**src/rtl/instruction_sequencer_pkg.sv**
```systemverilog
// Shared definitions for the instruction sequencer: widths, instruction IDs,
// per-instruction cycle counts, FSM state encoding and the decoder result type.
package instruction_sequencer_pkg;

    localparam int WORD_W = 16;
    localparam int ID_W   = 8;
    localparam int CNT_W  = 2;

    localparam logic [ID_W-1:0] ID_NOP     = 8'h00;
    localparam logic [ID_W-1:0] ID_LPM     = 8'h22;
    localparam logic [ID_W-1:0] ID_RJMP    = 8'h30;
    localparam logic [ID_W-1:0] ID_RET     = 8'h31;
    localparam logic [ID_W-1:0] ID_JMP     = 8'h40;
    localparam logic [ID_W-1:0] ID_CALL    = 8'h41;
    localparam logic [ID_W-1:0] ID_UNKNOWN = 8'hFF;

    // Stored as cycles-1 so the counter compares directly against it.
    localparam logic [CNT_W-1:0] LAST_NOP     = 2'd0;
    localparam logic [CNT_W-1:0] LAST_LPM     = 2'd2;
    localparam logic [CNT_W-1:0] LAST_RJMP    = 2'd1;
    localparam logic [CNT_W-1:0] LAST_RET     = 2'd3;
    localparam logic [CNT_W-1:0] LAST_JMP     = 2'd2;
    localparam logic [CNT_W-1:0] LAST_CALL    = 2'd3;
    localparam logic [CNT_W-1:0] LAST_UNKNOWN = 2'd0;

    typedef enum logic [1:0] {
        S_IDLE = 2'd0,
        S_OPND = 2'd1,
        S_RUN  = 2'd2
    } state_e;

    typedef struct packed {
        logic [ID_W-1:0]  id;
        logic [CNT_W-1:0] last_cnt;
        logic             two_word;
    } decode_t;

endpackage

```
**src/rtl/instruction_sequencer_if.sv**
```systemverilog
// Fetch-side handshake plus execution-side outputs of the instruction sequencer.
interface instruction_sequencer_if;
    import instruction_sequencer_pkg::*;

    logic [WORD_W-1:0] instr_word;
    logic              instr_valid;
    logic              instr_ready;
    logic              flush;
    logic [ID_W-1:0]   instruction_id;
    logic [CNT_W-1:0]  clock_counter;
    logic [WORD_W-1:0] operand_word;
    logic              instr_last;

    modport master (
        output instr_word, instr_valid, flush,
        input  instr_ready, instruction_id, clock_counter, operand_word, instr_last
    );

    modport slave (
        input  instr_word, instr_valid, flush,
        output instr_ready, instruction_id, clock_counter, operand_word, instr_last
    );

endinterface

```
**src/rtl/instruction_sequencer_decode.sv**
```systemverilog
// Combinational decoder: program word -> instruction ID, last cycle index and
// two-word flag.
module instruction_sequencer_decode
    import instruction_sequencer_pkg::*;
(
    input  logic [WORD_W-1:0] instr_word,
    output decode_t           dec
);

    always_comb begin
        // NOTE: assign a default before any branch so no path leaves dec unassigned, which would infer a latch.
        dec = '{id: ID_UNKNOWN, last_cnt: LAST_UNKNOWN, two_word: 1'b0};
        if (instr_word == 16'h0000) begin
            dec = '{id: ID_NOP, last_cnt: LAST_NOP, two_word: 1'b0};
        end else if (instr_word == 16'h9508) begin
            dec = '{id: ID_RET, last_cnt: LAST_RET, two_word: 1'b0};
        end else if (instr_word == 16'h95C8 || (instr_word & 16'hFE0E) == 16'h9004) begin
            dec = '{id: ID_LPM, last_cnt: LAST_LPM, two_word: 1'b0};
        end else if (instr_word[15:12] == 4'hC) begin
            dec = '{id: ID_RJMP, last_cnt: LAST_RJMP, two_word: 1'b0};
        end else if ((instr_word & 16'hFE0E) == 16'h940C) begin
            dec = '{id: ID_JMP, last_cnt: LAST_JMP, two_word: 1'b1};
        end else if ((instr_word & 16'hFE0E) == 16'h940E) begin
            dec = '{id: ID_CALL, last_cnt: LAST_CALL, two_word: 1'b1};
        end
    end

endmodule

```
**src/rtl/instruction_sequencer.sv**
```systemverilog
// Instruction sequencer: accepts fetched words, tracks multi-cycle execution with
// a cycle counter, stalls fetch until the last cycle and captures operand words.
module instruction_sequencer
    import instruction_sequencer_pkg::*;
(
    input  logic                    clk,
    input  logic                    reset_n,
    instruction_sequencer_if.slave  bus
);

    state_e            state_q,    state_d;
    logic [ID_W-1:0]   id_q,       id_d;
    logic [ID_W-1:0]   held_id_q,  held_id_d;
    logic [CNT_W-1:0]  cnt_q,      cnt_d;
    logic [CNT_W-1:0]  last_cnt_q, last_cnt_d;
    logic [WORD_W-1:0] opnd_q,     opnd_d;

    decode_t dec;
    logic    run_last;
    logic    ready;
    logic    accept;

    instruction_sequencer_decode u_decode (
        .instr_word (bus.instr_word),
        .dec        (dec)
    );

    // Handshake is derived only from registered state, never from instr_valid.
    assign run_last = (state_q == S_RUN) && (cnt_q == last_cnt_q);
    assign ready    = (state_q == S_IDLE) || (state_q == S_OPND) || run_last;
    assign accept   = bus.instr_valid && ready;

    always_comb begin
        state_d    = state_q;
        id_d       = id_q;
        held_id_d  = held_id_q;
        cnt_d      = cnt_q;
        last_cnt_d = last_cnt_q;
        opnd_d     = opnd_q;

        if (bus.flush) begin
            state_d    = S_IDLE;
            id_d       = ID_NOP;
            held_id_d  = ID_NOP;
            cnt_d      = '0;
            last_cnt_d = '0;
            opnd_d     = '0;
        end else begin
            case (state_q)
                S_OPND: begin
                    // The operand fetch is not counted; the counter starts with S_RUN.
                    if (bus.instr_valid) begin
                        state_d = S_RUN;
                        id_d    = held_id_q;
                        cnt_d   = '0;
                        opnd_d  = bus.instr_word;
                    end
                end
                default: begin
                    if (state_q == S_RUN && !run_last) begin
                        cnt_d = cnt_q + CNT_W'(1);
                    end else if (accept && dec.two_word) begin
                        state_d    = S_OPND;
                        id_d       = ID_NOP;
                        held_id_d  = dec.id;
                        cnt_d      = '0;
                        last_cnt_d = dec.last_cnt;
                        opnd_d     = '0;
                    end else if (accept) begin
                        state_d    = S_RUN;
                        id_d       = dec.id;
                        cnt_d      = '0;
                        last_cnt_d = dec.last_cnt;
                        opnd_d     = '0;
                    end else begin
                        state_d    = S_IDLE;
                        id_d       = ID_NOP;
                        cnt_d      = '0;
                        last_cnt_d = '0;
                        opnd_d     = '0;
                    end
                end
            endcase
        end
    end

    // NOTE: sequential state uses non-blocking assignments so every flop samples pre-edge values.
    always_ff @(posedge clk or negedge reset_n) begin
        if (!reset_n) begin
            state_q    <= S_IDLE;
            id_q       <= ID_NOP;
            held_id_q  <= ID_NOP;
            cnt_q      <= '0;
            last_cnt_q <= '0;
            opnd_q     <= '0;
        end else begin
            state_q    <= state_d;
            id_q       <= id_d;
            held_id_q  <= held_id_d;
            cnt_q      <= cnt_d;
            last_cnt_q <= last_cnt_d;
            opnd_q     <= opnd_d;
        end
    end

    assign bus.instr_ready    = ready;
    assign bus.instr_last     = run_last || (state_q == S_IDLE);
    assign bus.instruction_id = id_q;
    assign bus.clock_counter  = cnt_q;
    assign bus.operand_word   = opnd_q;

endmodule
```
**src/flat_wrapper.sv**
```systemverilog
// flat-port wrapper written by rule: the top's interface ports become plain ports
module instruction_sequencer_flat import instruction_sequencer_pkg::*;
  (clk, reset_n, bus_instr_word, bus_instr_valid, bus_flush, bus_instr_ready, bus_instruction_id, bus_clock_counter, bus_operand_word, bus_instr_last);
  instruction_sequencer_if bus_i ();
  input  logic clk;
  input  logic reset_n;
  input wire logic [$bits(bus_i.instr_word)-1:0] bus_instr_word;
  input wire logic [$bits(bus_i.instr_valid)-1:0] bus_instr_valid;
  input wire logic [$bits(bus_i.flush)-1:0] bus_flush;
  output wire logic [$bits(bus_i.instr_ready)-1:0] bus_instr_ready;
  output wire logic [$bits(bus_i.instruction_id)-1:0] bus_instruction_id;
  output wire logic [$bits(bus_i.clock_counter)-1:0] bus_clock_counter;
  output wire logic [$bits(bus_i.operand_word)-1:0] bus_operand_word;
  output wire logic [$bits(bus_i.instr_last)-1:0] bus_instr_last;
  assign bus_i.instr_word = bus_instr_word;
  assign bus_i.instr_valid = bus_instr_valid;
  assign bus_i.flush = bus_flush;
  assign bus_instr_ready = bus_i.instr_ready;
  assign bus_instruction_id = bus_i.instruction_id;
  assign bus_clock_counter = bus_i.clock_counter;
  assign bus_operand_word = bus_i.operand_word;
  assign bus_instr_last = bus_i.instr_last;
  instruction_sequencer u_core (.clk(clk), .reset_n(reset_n), .bus(bus_i));
endmodule
```
**config.mk**
```make
export PLATFORM = sky130hd
export DESIGN_NAME = instruction_sequencer_flat
export DESIGN_NICKNAME = d
export VERILOG_FILES = /design/src/rtl/instruction_sequencer_pkg.sv /design/src/rtl/instruction_sequencer_if.sv /design/src/rtl/instruction_sequencer_decode.sv /design/src/rtl/instruction_sequencer.sv /design/src/flat_wrapper.sv
export SDC_FILE = /design/constraint.sdc
export NUM_CORES = 1
export LEC_CHECK = 0
export CORE_UTILIZATION = 30
export CTS_CLUSTER_DIAMETER = 100
export CTS_CLUSTER_SIZE = 30
export DETAILED_ROUTE_END_ITERATION = 10
export GPL_TIMING_DRIVEN = 1
export HOLD_SLACK_MARGIN = 0.12
export PLACE_DENSITY = 0.5
export REMOVE_ABC_BUFFERS = 1
export SLEW_MARGIN = 5
export SYNTH_ARGS = -nofsm -noshare
export SYNTH_HDL_FRONTEND = slang
export SYNTH_HIERARCHICAL = 1
export SYNTH_SLANG_ARGS = --single-unit
```
**constraint.sdc**
```tcl
create_clock -name clk -period 4.3 [get_ports clk]
set_input_delay 1.29 -clock clk [delete_from_list [all_inputs] [get_ports clk]]
set_output_delay 1.29 -clock clk [all_outputs]
set_load 0.005 [all_outputs]
```
==> metrics, run 1 <==
status=completed; vias in the first global route=1,610; final hold violations=0; Die Area=6970 sq um; WS Path Type=reg2out; Fmax achieved=0.305 GHz; # resized after CTS=0; CP Capture Point=bus_instr_last; Critical Path Stages=4; CTS tree=yes; Syn Area/Cell=11.1 sq um; top cell type's share of synthesized area=47.8%; CP Cell Sequence=xor2_2 > o21ai_2 > nor2b_1 > clkdlybuf4s50_1; max incr delay on CP=0.54 ns; Clock Latency Late Sink=0.29 ns; largest net degree at the start of global routing=39; core box area=6390 sq um; post-synthesis cell type count=43; Total Routing Usage GR=14.3%; clock-pin slew on the worst setup and hold paths=0.07 ns; Setup violations, final=0; overall die height=83.5 um; Critical R2R Launch=u_core/state_q[0]$_DFFE_PN0P_; postcts setup bufs=0; Via density=5.00; CP delay by family, top=buffers and inverters; HPWL after DPL=3340 um; Filler cells=629; reg2reg end=u_core/bus.operand_word[11]$_DFFE_PN0P_; Crit Path Max Fanout=5; routability congestion estimate=0.715; Die W=83.5 um; R2R depth=3; hold_buf cts=0; Power Density=259 nW/um^2; number of buffers inserted by port buffering=47; Worst slew margin=42.2%; first-pass GRT wire length=7850 um; vias=1,505; CP max stage cell=clkdlybuf4s50_1; synthesized cell area=1990 sq um; dominant cell type by area after synthesis=dfrtp_1; number of placed I/O pins=48; GRT Residual Overflow=0; reg2reg setup slack=2.36 ns; Slew Limit Fails=0; htree depth=2; crit path DAT=1.99 ns; CP bufs+invs=1; layout net count=244; Num CTS Buffers=5; pin slew with the least headroom to its limit=0.867 ns; Yosys warning count=6; LEAKAGE=1.11 nW; drt first pass iters=4; DRT iter0 DRCs=69; routed len/inst=15.4 um; setup tns final=0 ns; CTS Buffer Depth=2; Tmin final=3.28 ns; maximum VDD drop=0.0000970 V; row cnt=29; MaxCap Viol Count=0; initial antenna violation count=0; Data required, critical path=3.01 ns; total clock sinks=38; crit path capture type=output port; fraction of registers with async set/reset=100%; EDFF count, synth=0; RSZ-0062 raised after global routing=false; Clock Skew=0.00568 ns; crit share post-route=76.3%; commonest non-fill, non-tap cells in the layout=clkdlybuf4s50_1, dfrtp_1, nand2b_1; initial core utilization=31.2%; CTS Root Cell=clkbuf_8; sequential fraction of the synthesis area=47.8%; share of cells above drive strength 1=7.14%; commonest non-fill, non-tap cell in the layout=clkdlybuf4s50_1; DR DRC count=0; worst hold margin=0.492 ns; startpoint types=flop; area grow syn2layout=29.0%; Post-DRT Antenna Nets=0; top post-synthesis cells by area=dfrtp_1, a22o_1, mux2i_1; diodes inserted=0; Routed WL=4630 um; #FFs+latches synth=38; worst hold path type=reg2reg; Main synth FF type=dfrtp_1; beginning of the critical path=u_core/bus.clock_counter[1]$_DFFE_PN0P_; Post-Synthesis Cells=179
==> where the power goes <==
group / total, mW / internal [mW] / switching [mW] / leakage, nW
combinational: 0.0707 / 0.0369 / 0.0338 / 0.554
sequential: 0.367 / 0.363 / 0.00374 / 0.521
clock: 0.229 / 0.112 / 0.118 / 0.0383
==> Yosys cell counts (3+ instances only) <==
cell type  count
buf_2          3
nor2b_1        4
dfrtp_1       38
o2bb2ai_1      7
a21oi_1        4
nand2_1        5
nand2b_1      20
mux2i_1       13
nor3_1         4
a22o_1        16
nor2_1         9
nand3_1        3
o22ai_1        4
and3_1         3
buf_4          4
and3b_1        3
==> state kept, by name, indices dropped and copies added (netlist names) <==
| register | count |
|---|---|
| u_core/held_id_q | 8 |
| u_core/last_cnt_q | 2 |
| u_core/bus.clock_counter | 2 |
| u_core/state_q | 2 |
| u_core/bus.instruction_id | 8 |
| u_core/bus.operand_word | 16 |
==> cell type report <==
class,instances,area (sq um),area share (%)
well taps,77,96.3,3.75
clock buffers,7,76.3,2.97
flip-flops and latches,38,951,37.0
multi-input cells,129,961,37.4
repair buffers,49,480,18.7
inverters,1,3.75,0.146
==> per-layer routing <==
| layer | vias to the layer above | routed length [um] | global-route usage [%] |
|---|---|---|---|
| met5 | - | 0 | 0 |
| met3 | 4 | 122 | 3.17 |
| met4 | 0 | 51 | 5.55 |
| met1 | 730 | 2390 | 20.2 |
| met2 | 25 | 2070 | 21.5 |
| li1 | 746 | - | - |
==> how the worst min path moves through the flow <==
| stage | depth (start not counted) | endpoint | start | slack [ns] |
|---|---|---|---|---|
| 6_report | 1 | u_core/bus.instruction_id[0]$_DFFE_PN0P_ | u_core/bus.instruction_id[0]$_DFFE_PN0P_ | 0.49 |
| 5_1_grt | 1 | u_core/bus.instruction_id[6]$_DFFE_PN0P_ | u_core/bus.instruction_id[6]$_DFFE_PN0P_ | 0.51 |
| 4_1_cts | 1 | u_core/bus.instruction_id[6]$_DFFE_PN0P_ | u_core/bus.instruction_id[6]$_DFFE_PN0P_ | 0.50 |
| 3_5_place_dp | 1 | u_core/bus.instruction_id[1]$_DFFE_PN0P_ | u_core/bus.instruction_id[1]$_DFFE_PN0P_ | 0.48 |
| 3_3_place_gp | 1 | u_core/bus.instruction_id[6]$_DFFE_PN0P_ | u_core/bus.instruction_id[6]$_DFFE_PN0P_ | 0.49 |
| 2_1_floorplan | 1 | u_core/bus.instruction_id[0]$_DFFE_PN0P_ | u_core/bus.instruction_id[0]$_DFFE_PN0P_ | 0.48 |
==> cells by family after synthesis <==
group	synth area share (%)
xor+xnor	2.51
compound gates	18.3
buf+inv	3.96
flops	47.8
mux	6.54
simple gates	20.9
==> through the flow <==
step	power, mW	cell area, sq um	std cells	util, %	setup slack, ns
6_report	0.667	2570	301	40.2	1.02
5_1_grt	0.702	2570	301	40.2	0.884
4_1_cts	0.681	2570	301	40.2	0.982
3_5_place_dp	0.445	2490	294	39.0	0.879
3_3_place_gp	0.446	2490	294	39.0	0.935
2_1_floorplan	0.396	1920	168	-	1.42
No activity file was read; power rests on OpenSTA's default activity.
==> run 2, diff against run 1 <==
--- a/config.mk
+++ b/config.mk
@@ -11,7 +11,7 @@
 export DETAILED_ROUTE_END_ITERATION = 10
 export GPL_TIMING_DRIVEN = 1
 export HOLD_SLACK_MARGIN = 0.12
-export PLACE_DENSITY = 0.5
+export PLACE_DENSITY = 0.52
 export REMOVE_ABC_BUFFERS = 1
 export SLEW_MARGIN = 5
 export SYNTH_ARGS = -nofsm -noshare
==> constraint.sdc (replaced) <==
create_clock -name clk -period 2.75 [get_ports clk]
set_input_delay 0.825 -clock clk [delete_from_list [all_inputs] [get_ports clk]]
set_output_delay 0.825 -clock clk [all_outputs]
set_load 0.005 [all_outputs]
==> metrics, run 2 (synthesis gave the netlist of run 1 again) <==
max FFs per register=16 (unchanged); Power Density=398 nW/um^2 (was 259 nW/um^2); status=completed (unchanged); Num CTS Buffers=5 (unchanged); vias in the first global route=1,635 (was 1,610); first-pass GRT wire length=8090 um (was 7850 um); crit path capture type=output port (unchanged); Die Area=6970 sq um (unchanged); Setup violations, final=0 (unchanged); final hold violations=0 (unchanged); Via density=4.92 (was 5.00); clock-pin slew on the worst setup and hold paths=0.08 ns (was 0.07 ns); HPWL after DPL=3440 um (was 3340 um); pre-CTS setup slack=-0.0410 ns (was 0.879 ns); Finished Cell Area=2710 sq um (was 2570 sq um); Final Power=1.08 mW (was 0.667 mW); crit share post-route=95.6%; GRT Residual Overflow=0 (unchanged); crit path DAT=1.80 ns (was 1.99 ns); layout net count=260 (was 244); share of cells above drive strength 1=14.9% (was 7.14%); core box area=6390 sq um (unchanged); startpoint types=flop (unchanged); Post-DRT Antenna Nets=0 (unchanged); vias=1,565 (was 1,505); RSZ-0062 raised after global routing=false (unchanged); drt first pass iters=5 (was 4); CP max stage cell=clkdlybuf4s50_1 (unchanged); Clock Skew=0.00986 ns (was 0.00568 ns); worst hold path type=reg2reg (unchanged); largest net degree at the start of global routing=39 (unchanged); htree depth=2 (unchanged); Total Routing Usage GR=14.7% (was 14.3%); pin slew with the least headroom to its limit=0.877 ns (was 0.867 ns); Crit Path Max Fanout=4 (was 5); worst hold margin=0.490 ns (was 0.492 ns); routed len/inst=15.2 um (was 15.4 um); commonest non-fill, non-tap cell in the layout=clkdlybuf4s50_1 (unchanged); CP Cell Sequence=xor2_2 > o21ai_2 > nor2b_2 > clkdlybuf4s50_1 (was xor2_2 > o21ai_2 > nor2b_1 > clkdlybuf4s50_1); Routed WL=4820 um (was 4630 um); routability congestion estimate=0.814 (was 0.715); MaxCap Viol Count=0 (unchanged); initial core utilization=31.2% (unchanged); maximum VDD drop=0.000274 V (was 0.0000970 V); row cnt=29 (unchanged); CTS tree=yes (unchanged); Filler cells=646 (was 629); Placed Cells incl. Taps=310 (was 294); CTS Root Cell=clkbuf_8 (unchanged); total clock sinks=38 (unchanged); area grow syn2layout=36.0% (was 29.0%); Tmin final=2.63 ns; Data required, critical path=1.93 ns (was 3.01 ns); Slew Limit Fails=0 (unchanged); commonest non-fill, non-tap cells in the layout=clkdlybuf4s50_1, dfrtp_1, nand2b_1 (unchanged); Worst slew margin=41.5% (was 42.2%); diodes inserted=0 (unchanged); WS Path Type=reg2out (unchanged); initial antenna violation count=0 (unchanged); Clock Latency Late Sink=0.29 ns (about the same); CTS Buffer Depth=2 (unchanged); max incr delay on CP=0.52 ns (was 0.54 ns); DRT iter0 DRCs=51 (was 69); number of buffers inserted by port buffering=47 (unchanged); DR DRC count=0 (unchanged); Layout Utilization=42.4% (was 40.2%); setup tns final=0 ns (unchanged); Fmax achieved=0.380 GHz; Die W=83.5 um (unchanged); final std cells w/o fill=318 (was 301); Post-DP Area=2610 sq um (was 2490 sq um); number of placed I/O pins=48 (unchanged); Final WS setup=0.121 ns (was 1.02 ns); LEAKAGE=1.20 nW (was 1.11 nW); overall die height=83.5 um (unchanged)
[run 2: final cells by class]
class / count / area [sq um] / area share [%]
sequential: 38 / 951 / 35.1
timing repair buffer: 65 / 601 / 22.2
multi-input combinational: 129 / 968 / 35.8
clock inverter: 2 / 13.8 / 0.509
tap: 77 / 96.3 / 3.56
clock buffer: 6 / 72.6 / 2.68
inverter: 1 / 3.75 / 0.139
[run 2: repair_timing]
item	CTS	global route
endpoints found under the setup margin	0	2
hold buffers	0	0
buffers inserted	0	0
gates resized for setup	0	2
[run 2: report_power, final]
group          switching (mW)  leakage, nW  total, mW  internal, mW
clock network           0.205       0.0452      0.384         0.179
registers             0.00565        0.521      0.572         0.567
logic                  0.0554        0.632      0.121        0.0659
total                   0.266         1.20       1.08         0.812
[run 2: worst max-delay path: cells and delay by family, from the launching register on]
family	cells	cell delay, ns
xor+xnor	1	0.22
buf+inv	1	0.52
compound gates	1	0.16
simple gates	1	0.20
flops	1	0.41
[run 2: path summary, 6_finish.rpt]
check	endpoint	startpoint	depth (start not counted)	slack [ns]
hold reg to reg	u_core/bus.instruction_id[3]$_DFFE_PN0P_	u_core/bus.instruction_id[3]$_DFFE_PN0P_	1	0.49
setup reg to reg	u_core/bus.clock_counter[0]$_DFFE_PN0P_	u_core/last_cnt_q[1]$_DFFE_PN0P_	5	0.88
max in group asynchronous	u_core/bus.instruction_id[6]$_DFFE_PN0P_	reset_n	1	1.55
hold / removal	u_core/bus.instruction_id[3]$_DFFE_PN0P_	u_core/bus.instruction_id[3]$_DFFE_PN0P_	1	0.49
min in group asynchronous	u_core/bus.operand_word[15]$_DFFE_PN0P_	reset_n	1	0.65
setup / recovery	bus_instr_last	u_core/last_cnt_q[1]$_DFFE_PN0P_	4	0.12
[run 2: per-layer routing]
metal  vias up  track usage [%]  wire (um)
li1        786                -          -
met1       740             20.9       2500
met2        35             22.4       2100
met3         4             2.77        166
met4         0             5.39         56
met5         -                0          0
